--- src/rtl/exe_pkg.sv ---
// Shared opcode constants, ALU operation encoding and FSM states for the
// pipelined execute stage.
package exe_pkg;

    localparam logic [3:0] OP_ADD  = 4'd0;
    localparam logic [3:0] OP_SUB  = 4'd1;
    localparam logic [3:0] OP_XOR  = 4'd2;
    localparam logic [3:0] OP_AND  = 4'd3;
    localparam logic [3:0] OP_OR   = 4'd4;
    localparam logic [3:0] OP_GTU  = 4'd5;
    localparam logic [3:0] OP_MUL  = 4'd6;
    localparam logic [3:0] OP_DIVU = 4'd7;

    localparam logic [5:0] OP_BEQZ = 6'b110100;
    localparam logic [5:0] OP_BNEZ = 6'b110101;

    typedef enum logic [3:0] {
        ALU_ADD,
        ALU_SUB,
        ALU_XOR,
        ALU_AND,
        ALU_OR,
        ALU_GTU,
        ALU_MUL,
        ALU_DIVU,
        ALU_ZERO
    } alu_op_e;

    typedef enum logic {
        IDLE,
        BUSY
    } state_e;

    // Memory/branch opcodes (bit 5 set) always use the adder for the address.
    function automatic alu_op_e decode_alu(input logic [5:0] opcode);
        if (opcode[5]) begin
            return ALU_ADD;
        end
        case (opcode[3:0])
            OP_ADD:  return ALU_ADD;
            OP_SUB:  return ALU_SUB;
            OP_XOR:  return ALU_XOR;
            OP_AND:  return ALU_AND;
            OP_OR:   return ALU_OR;
            OP_GTU:  return ALU_GTU;
            OP_MUL:  return ALU_MUL;
            OP_DIVU: return ALU_DIVU;
            default: return ALU_ZERO;
        endcase
    endfunction

endpackage

--- src/rtl/iter_muldiv.sv ---
// Iterative unsigned multiplier (shift-add) and restoring divider, one bit per
// step; result is exposed combinationally so the final step can be consumed directly.
module iter_muldiv #(
    parameter int XLEN = 32
) (
    input  logic            clk,
    input  logic            rst_n,
    input  logic            start,
    input  logic            step,
    input  logic            abort,
    input  logic            is_div,
    input  logic [XLEN-1:0] op_a,
    input  logic [XLEN-1:0] op_b,
    output logic            last,
    output logic [XLEN-1:0] result
);

    localparam int CW = (XLEN > 1) ? $clog2(XLEN) : 1;

    // acc: running product (MUL) or partial remainder (DIV)
    // x:   multiplier shifting right (MUL) or dividend/quotient shifting left (DIV)
    // y:   multiplicand shifting left (MUL) or fixed divisor (DIV)
    logic [CW-1:0]   count_reg;
    logic [XLEN:0]   acc_reg, acc_next;
    logic [XLEN-1:0] x_reg, x_next;
    logic [XLEN-1:0] y_reg, y_next;
    logic            div_reg;
    logic [XLEN:0]   rem_sh;
    logic [XLEN:0]   diff;

    always_comb begin
        acc_next = acc_reg;
        x_next   = x_reg;
        y_next   = y_reg;
        rem_sh   = {acc_reg[XLEN-1:0], x_reg[XLEN-1]};
        diff     = rem_sh - {1'b0, y_reg};
        if (div_reg) begin
            // A zero divisor never goes negative, so every quotient bit sets.
            if (!diff[XLEN]) begin
                acc_next = diff;
                x_next   = {x_reg[XLEN-2:0], 1'b1};
            end else begin
                acc_next = rem_sh;
                x_next   = {x_reg[XLEN-2:0], 1'b0};
            end
        end else begin
            acc_next = {1'b0, acc_reg[XLEN-1:0] + (x_reg[0] ? y_reg : '0)};
            x_next   = x_reg >> 1;
            y_next   = y_reg << 1;
        end
    end

    assign last   = (count_reg == CW'(XLEN - 1));
    assign result = div_reg ? x_next : acc_next[XLEN-1:0];

    always_ff @(posedge clk or negedge rst_n) begin
        if (!rst_n) begin
            count_reg <= '0;
            acc_reg   <= '0;
            x_reg     <= '0;
            y_reg     <= '0;
            div_reg   <= 1'b0;
        end else if (abort) begin
            count_reg <= '0;
        end else if (start) begin
            count_reg <= '0;
            acc_reg   <= '0;
            x_reg     <= op_a;
            y_reg     <= op_b;
            div_reg   <= is_div;
        end else if (step) begin
            acc_reg   <= acc_next;
            x_reg     <= x_next;
            y_reg     <= y_next;
            count_reg <= last ? '0 : count_reg + 1'b1;
        end
    end

endmodule

--- src/rtl/exe_stage_pipe.sv ---
// Pipelined execute stage: single-cycle ALU/branch path plus iterative MUL/DIVU,
// with valid/ready on both sides and an EX/MEM output register.
module exe_stage_pipe
    import exe_pkg::*;
#(
    parameter int XLEN = 32
) (
    input  logic            clk,
    input  logic            rst_n,
    input  logic            flush,
    input  logic            in_valid,
    output logic            in_ready,
    input  logic [XLEN-1:0] a,
    input  logic [XLEN-1:0] b,
    input  logic [XLEN-1:0] imm,
    input  logic [XLEN-1:0] npc,
    input  logic [31:0]     ir,
    output logic            out_valid,
    input  logic            out_ready,
    output logic [31:0]     ir_ex,
    output logic [XLEN-1:0] alu_res,
    output logic [XLEN-1:0] b_ex,
    output logic [XLEN-1:0] npc_ex,
    output logic            cond
);

    logic [5:0]      opcode;
    logic [XLEN-1:0] op2;
    logic [XLEN-1:0] target;
    alu_op_e         alu_op;
    logic [XLEN-1:0] alu_val;
    logic            cond_val;
    logic            is_iter;

    state_e          state_reg, state_next;
    logic            slot_free;
    logic            accept;
    logic            start_iter;
    logic            load_single;
    logic            load_iter;
    logic            md_step;
    logic            md_last;
    logic [XLEN-1:0] md_result;

    logic [31:0]     ir_hold_reg;
    logic [XLEN-1:0] b_hold_reg;
    logic [XLEN-1:0] target_hold_reg;

    logic            out_valid_reg;
    logic [31:0]     ir_ex_reg;
    logic [XLEN-1:0] alu_res_reg;
    logic [XLEN-1:0] b_ex_reg;
    logic [XLEN-1:0] npc_ex_reg;
    logic            cond_reg;

    assign opcode  = ir[31:26];
    assign op2     = opcode[4] ? imm : b;
    assign target  = npc + imm;
    assign alu_op  = decode_alu(opcode);
    assign is_iter = (alu_op == ALU_MUL) || (alu_op == ALU_DIVU);

    always_comb begin
        alu_val = '0;
        case (alu_op)
            ALU_ADD: alu_val = a + op2;
            ALU_SUB: alu_val = a - op2;
            ALU_XOR: alu_val = a ^ op2;
            ALU_AND: alu_val = a & op2;
            ALU_OR:  alu_val = a | op2;
            ALU_GTU: alu_val = {{(XLEN-1){1'b0}}, (a > op2)};
            default: alu_val = '0;
        endcase
    end

    // BEQZ and BNEZ differ only in bit 0, which inverts the zero test.
    assign cond_val = (opcode[5:1] == OP_BEQZ[5:1]) ? (opcode[0] ^ (a == '0)) : 1'b0;

    assign slot_free = !out_valid_reg || out_ready;
    assign in_ready  = rst_n && (state_reg == IDLE) && slot_free && !flush;
    assign accept    = in_valid && in_ready;

    always_ff @(posedge clk or negedge rst_n) begin
        if (!rst_n) begin
            state_reg <= IDLE;
        end else begin
            state_reg <= state_next;
        end
    end

    // A finished MUL/DIV parks on its last step until the output slot frees.
    always_comb begin
        state_next  = state_reg;
        start_iter  = 1'b0;
        load_single = 1'b0;
        load_iter   = 1'b0;
        md_step     = 1'b0;
        if (flush) begin
            state_next = IDLE;
        end else begin
            case (state_reg)
                IDLE: begin
                    if (accept) begin
                        if (is_iter) begin
                            start_iter = 1'b1;
                            state_next = BUSY;
                        end else begin
                            load_single = 1'b1;
                        end
                    end
                end
                BUSY: begin
                    if (!md_last) begin
                        md_step = 1'b1;
                    end else if (slot_free) begin
                        md_step    = 1'b1;
                        load_iter  = 1'b1;
                        state_next = IDLE;
                    end
                end
                default: state_next = IDLE;
            endcase
        end
    end

    iter_muldiv #(
        .XLEN(XLEN)
    ) u_muldiv (
        .clk    (clk),
        .rst_n  (rst_n),
        .start  (start_iter),
        .step   (md_step),
        .abort  (flush),
        .is_div (alu_op == ALU_DIVU),
        .op_a   (a),
        .op_b   (op2),
        .last   (md_last),
        .result (md_result)
    );

    always_ff @(posedge clk or negedge rst_n) begin
        if (!rst_n) begin
            ir_hold_reg     <= '0;
            b_hold_reg      <= '0;
            target_hold_reg <= '0;
        end else if (start_iter) begin
            ir_hold_reg     <= ir;
            b_hold_reg      <= b;
            target_hold_reg <= target;
        end
    end

    always_ff @(posedge clk or negedge rst_n) begin
        if (!rst_n) begin
            out_valid_reg <= 1'b0;
            ir_ex_reg     <= '0;
            alu_res_reg   <= '0;
            b_ex_reg      <= '0;
            npc_ex_reg    <= '0;
            cond_reg      <= 1'b0;
        end else if (flush) begin
            out_valid_reg <= 1'b0;
        end else if (load_single) begin
            out_valid_reg <= 1'b1;
            ir_ex_reg     <= ir;
            alu_res_reg   <= alu_val;
            b_ex_reg      <= b;
            npc_ex_reg    <= target;
            cond_reg      <= cond_val;
        end else if (load_iter) begin
            out_valid_reg <= 1'b1;
            ir_ex_reg     <= ir_hold_reg;
            alu_res_reg   <= md_result;
            b_ex_reg      <= b_hold_reg;
            npc_ex_reg    <= target_hold_reg;
            cond_reg      <= 1'b0;
        end else if (out_ready) begin
            out_valid_reg <= 1'b0;
        end
    end

    assign out_valid = out_valid_reg;
    assign ir_ex     = ir_ex_reg;
    assign alu_res   = alu_res_reg;
    assign b_ex      = b_ex_reg;
    assign npc_ex    = npc_ex_reg;
    assign cond      = cond_reg;

endmodule

--- config.mk ---
export PLATFORM = sky130hd
export DESIGN_NAME = exe_stage_pipe
export DESIGN_NICKNAME = d
export VERILOG_FILES = /design/src/rtl/exe_pkg.sv /design/src/rtl/iter_muldiv.sv /design/src/rtl/exe_stage_pipe.sv
export SDC_FILE = /design/constraint.sdc
export NUM_CORES = 1
export LEC_CHECK = 0
export BUFFER_PORTS_ARGS = -buffer_cell sky130_fd_sc_hd__clkbuf_2
export CORE_MARGIN = 2
export CORE_UTILIZATION = 45
export CTS_CLUSTER_SIZE = 28
export DETAILED_ROUTE_END_ITERATION = 10
export PLACE_DENSITY = 0.63
export SYNTH_ARGS = -nofsm -noshare
export SYNTH_HDL_FRONTEND = slang
export SYNTH_SLANG_ARGS = --single-unit
--- constraint.sdc ---
create_clock -name clk -period 3.7 [get_ports clk]
set_input_delay 0.555 -clock clk [delete_from_list [all_inputs] [get_ports clk]]
set_output_delay 0.555 -clock clk [all_outputs]
set_load 0.005 [all_outputs]
==> results.md <==
- # DRC: 0
- Period utilization: 97.06%
- Largest net degree at the start of global routing: 86
- Tot GR Track Use: 36.22%
- CP required: 4.12 ns
- Leakage: 15.76 nW
- Clock share of power: 31.0%
- Seq/Total Area, Yosys: 33.29%
- Syn_nets: 3426
- Clock Path Buffers: 3
- Combinational share of power: 35.0%
- Commonest non-fill, non-tap cell in the layout: nand2_1
- Post-synth cell types: 88
- Synth Register Bits: 329
- IO buf count: 295
- Mapped cell area: 24730 um2
- Root Driver: clkbuf_16
- Share of cells above drive strength 1: 24.08%
- Critical Path Fanout Max: 5
- Mapped Cells: 3057
- CP Launch Type: input port
- PwrDens: 443.4 nW/um2
- Clk Latency, worst-skew pair: 0.59 ns
- First-pass GRT wire length: 156.5 mm
- Cell repeated most along the worst path: nor2_1
- Buf/Inv on CP: 4
- Avg Cell Area, Syn: 8.089 um2
- Width of the chip: 238.4 um
- Ys flop type: dfrtp_1
- Vias/cell: 6.008
- Async S/R FF share, synth: 100.0%
- Fin. max-slew vios: 0
- Outcome: finished clean
- Final #Nets: 3996
- Arrival time at the worst endpoint: 4.01 ns
- Post-Place Setup Slack: -0.8447 ns
- Die Y: 238.4 um
- Commonest cells after routing, fill and taps aside: 647 x nand2_1, 394 x buf_4, 328 x dfrtp_1
- Synthesis-to-finish area growth: 26.57%
- Worst hold path class: input port to register
- Setup-failing EPs final: 0
- DR iter-0 viols: 2479
- Seq pwr share: 34.0%
- Syn. warnings: 0
- Slew HR: 27.34%
- Int Power: 0.008840 W
- Fmax: 278.5 MHz
- DRT Wirelength: 105.7 mm
- CP max stage cell: or4_1
- Clk sinks: 329
- Post-DRT Antenna Nets: 0
- H-tree depth: 2
- Clock transition at path regs: 0.06 ns
- Final GP Congestion: 1.027
- DR vias: 26180
- IO Count: 296
- Final Critical Period: 3.591 ns
- VDD IR max: 348.1 uV
- # fillers: 5011
- Worst-Margin Slew: 1.090 ns
- Max Cap Viol: 0
- Fin util: 57.93%
- Critical path class: input port to register
- Setup Skew: 0.02082 ns
- Max incr delay on CP: 0.53 ns
- DRT Pass-1 Iters: 6
- Number of global-route vias before repair: 25000
- Switching power: 0.005036 W
- Antenna violations before repair: 4
- DR WL/cell: 24.27 um
- Core area: 54030 um2
- Number of flops mapped to enable cells by yosys: 0
- Num CTS Buffers: 41
- Sw Share: 36.29%
- Hold Fails Final Rpt: 0
- Total chip power: 0.01388 W
- Die ar.: 56840 um2
- Ordered list of cells on the worst path: buf_6 -> buf_12 -> buf_4 -> mux2_2 -> inv_1 -> ha_1 -> or4_1 -> nand3b_1 -> nor2_1 -> a221oi_2 -> a21oi_2 -> nor2_1 -> o31a_1 -> a211o_1 -> a21oi_1 -> o22ai_1
- CTS tree: done
- Initial Util: 45.77%
- Top delay family on crit path: compound AO/OA/AOI/OAI gates
- Sum Neg Setup Slack: 0 ns
- Setup ws final: 0.1089 ns
- Row Count: 85
- Remaining Overflow, GRT: 0
- DP HPWL: 80.91 mm
- Crit path capture type: register
[per-layer routing]
| layer | track usage (%) | vias to the layer above | routed length (um) |
|---|---|---|---|
| li1 | - | 12040 | - |
| met1 | 50.59 | 12790 | 45110 |
| met2 | 55.11 | 1145 | 46430 |
| met3 | 5.993 | 206 | 8732 |
| met4 | 16.17 | 0 | 5454 |
| met5 | 0 | - | 0 |
[metrics by stage]
stage	area, um2	hold WS (ns)	instances
finish	31300	0.1824	4357
global route	31300	0.1894	4356
CTS	31070	0.1613	4347
detailed placement	29610	0.3689	4272
global placement	29610	0.3702	4272
floorplan	24770	0.2594	3057
[Yosys cell counts (all sizes together) (18+ instances only)]
cell type | instances | area share [%]
nand2 | 648 | 9.8
dfrtp | 329 | 33
a21oi | 232 | 4.7
ha | 199 | 10
nor2 | 193 | 2.9
clkbuf | 156 | 2.4
inv | 153 | 2.3
o21ai | 153 | 3.1
a31oi | 74 | 1.9
a22oi | 71 | 2.2
a21o | 60 | 1.8
xnor2 | 57 | 2.0
mux2i | 49 | 2.0
mux2 | 47 | 2.2
nand3 | 42 | 0.85
and2 | 39 | 0.99
o221ai | 35 | 1.2
xor2 | 35 | 1.2
o22ai | 32 | 0.81
a211oi | 31 | 0.96
o21a | 29 | 0.88
a221o | 27 | 1.1
o21bai | 27 | 0.82
and3 | 26 | 0.66
o211ai | 24 | 0.73
nor3 | 23 | 0.47
nor4 | 20 | 0.51
nand2b | 18 | 0.46
[worst min-delay path, delay by kind of cell]
kind	cells	cell delay [ns]
buf+inv	1	0.09
simple gates	2	0.09
[timing repair]
item | 4_1_cts | 5_1_grt
cloned | 0 | 1
resized for setup | 10 | 30
hold buffers | 1 | 0
setup endpoints to repair | 11 | 48
pin swaps | 3 | 9
hold endpoints to repair | 6 | 0
setup buffers | 0 | 6
[power groups by stage]
| stage | logic, W | clock network (W) | registers (W) |
|---|---|---|---|
| 2_1_floorplan | 0.00267 | 0 | 0.00460 |
| 3_3_place_gp | 0.00465 | 0 | 0.00474 |
| 3_5_place_dp | 0.00471 | 0 | 0.00475 |
| 4_1_cts | 0.00475 | 0.00434 | 0.00470 |
| 5_1_grt | 0.00529 | 0.00449 | 0.00477 |
| 6_report | 0.00486 | 0.00430 | 0.00471 |
[layout make-up]
class	instances	area (um2)	share of cell area [%]
flip-flops and latches	329	8234	26.31
inverters	155	581.8	1.859
repair buffers	700	4666	14.91
diodes	3	7.507	0.02399
clock buffers	54	1156	3.694
clock inverters	20	250.2	0.7996
well taps	696	870.8	2.782
multi-input cells	2400	15530	49.62
[path summary, 6_finish.rpt]
check	endpoint	depth (start not counted)	from	slack [ns]
min in group asynchronous	u_muldiv.y_reg[8]	2	rst_n	0.37
max reg2reg	u_muldiv.acc_reg[28]	15	u_muldiv.x_reg[0]	0.16
max in group asynchronous	b_ex[7]	4	rst_n	1.16
min reg2reg	ir_hold_reg[28]	1	ir_hold_reg[28]	0.47
max	alu_res[24]	16	ir[30]	0.11
min	ir_hold_reg[11]	3	ir[11]	0.18
[logic make-up after synthesis]
logic type / count (synthesis) / synth area share [%]
AO/OA/AOI/OAI: 923 / 25.02
XOR/XNOR: 92 / 3.259
adder cells (fa/ha/maj): 204 / 10.47
buffers and inverters: 328 / 5.019
flip-flops: 329 / 33.29
multiplexers: 96 / 4.139
AND/OR/NAND/NOR: 1085 / 18.79
(Power assumes the default switching activity.)
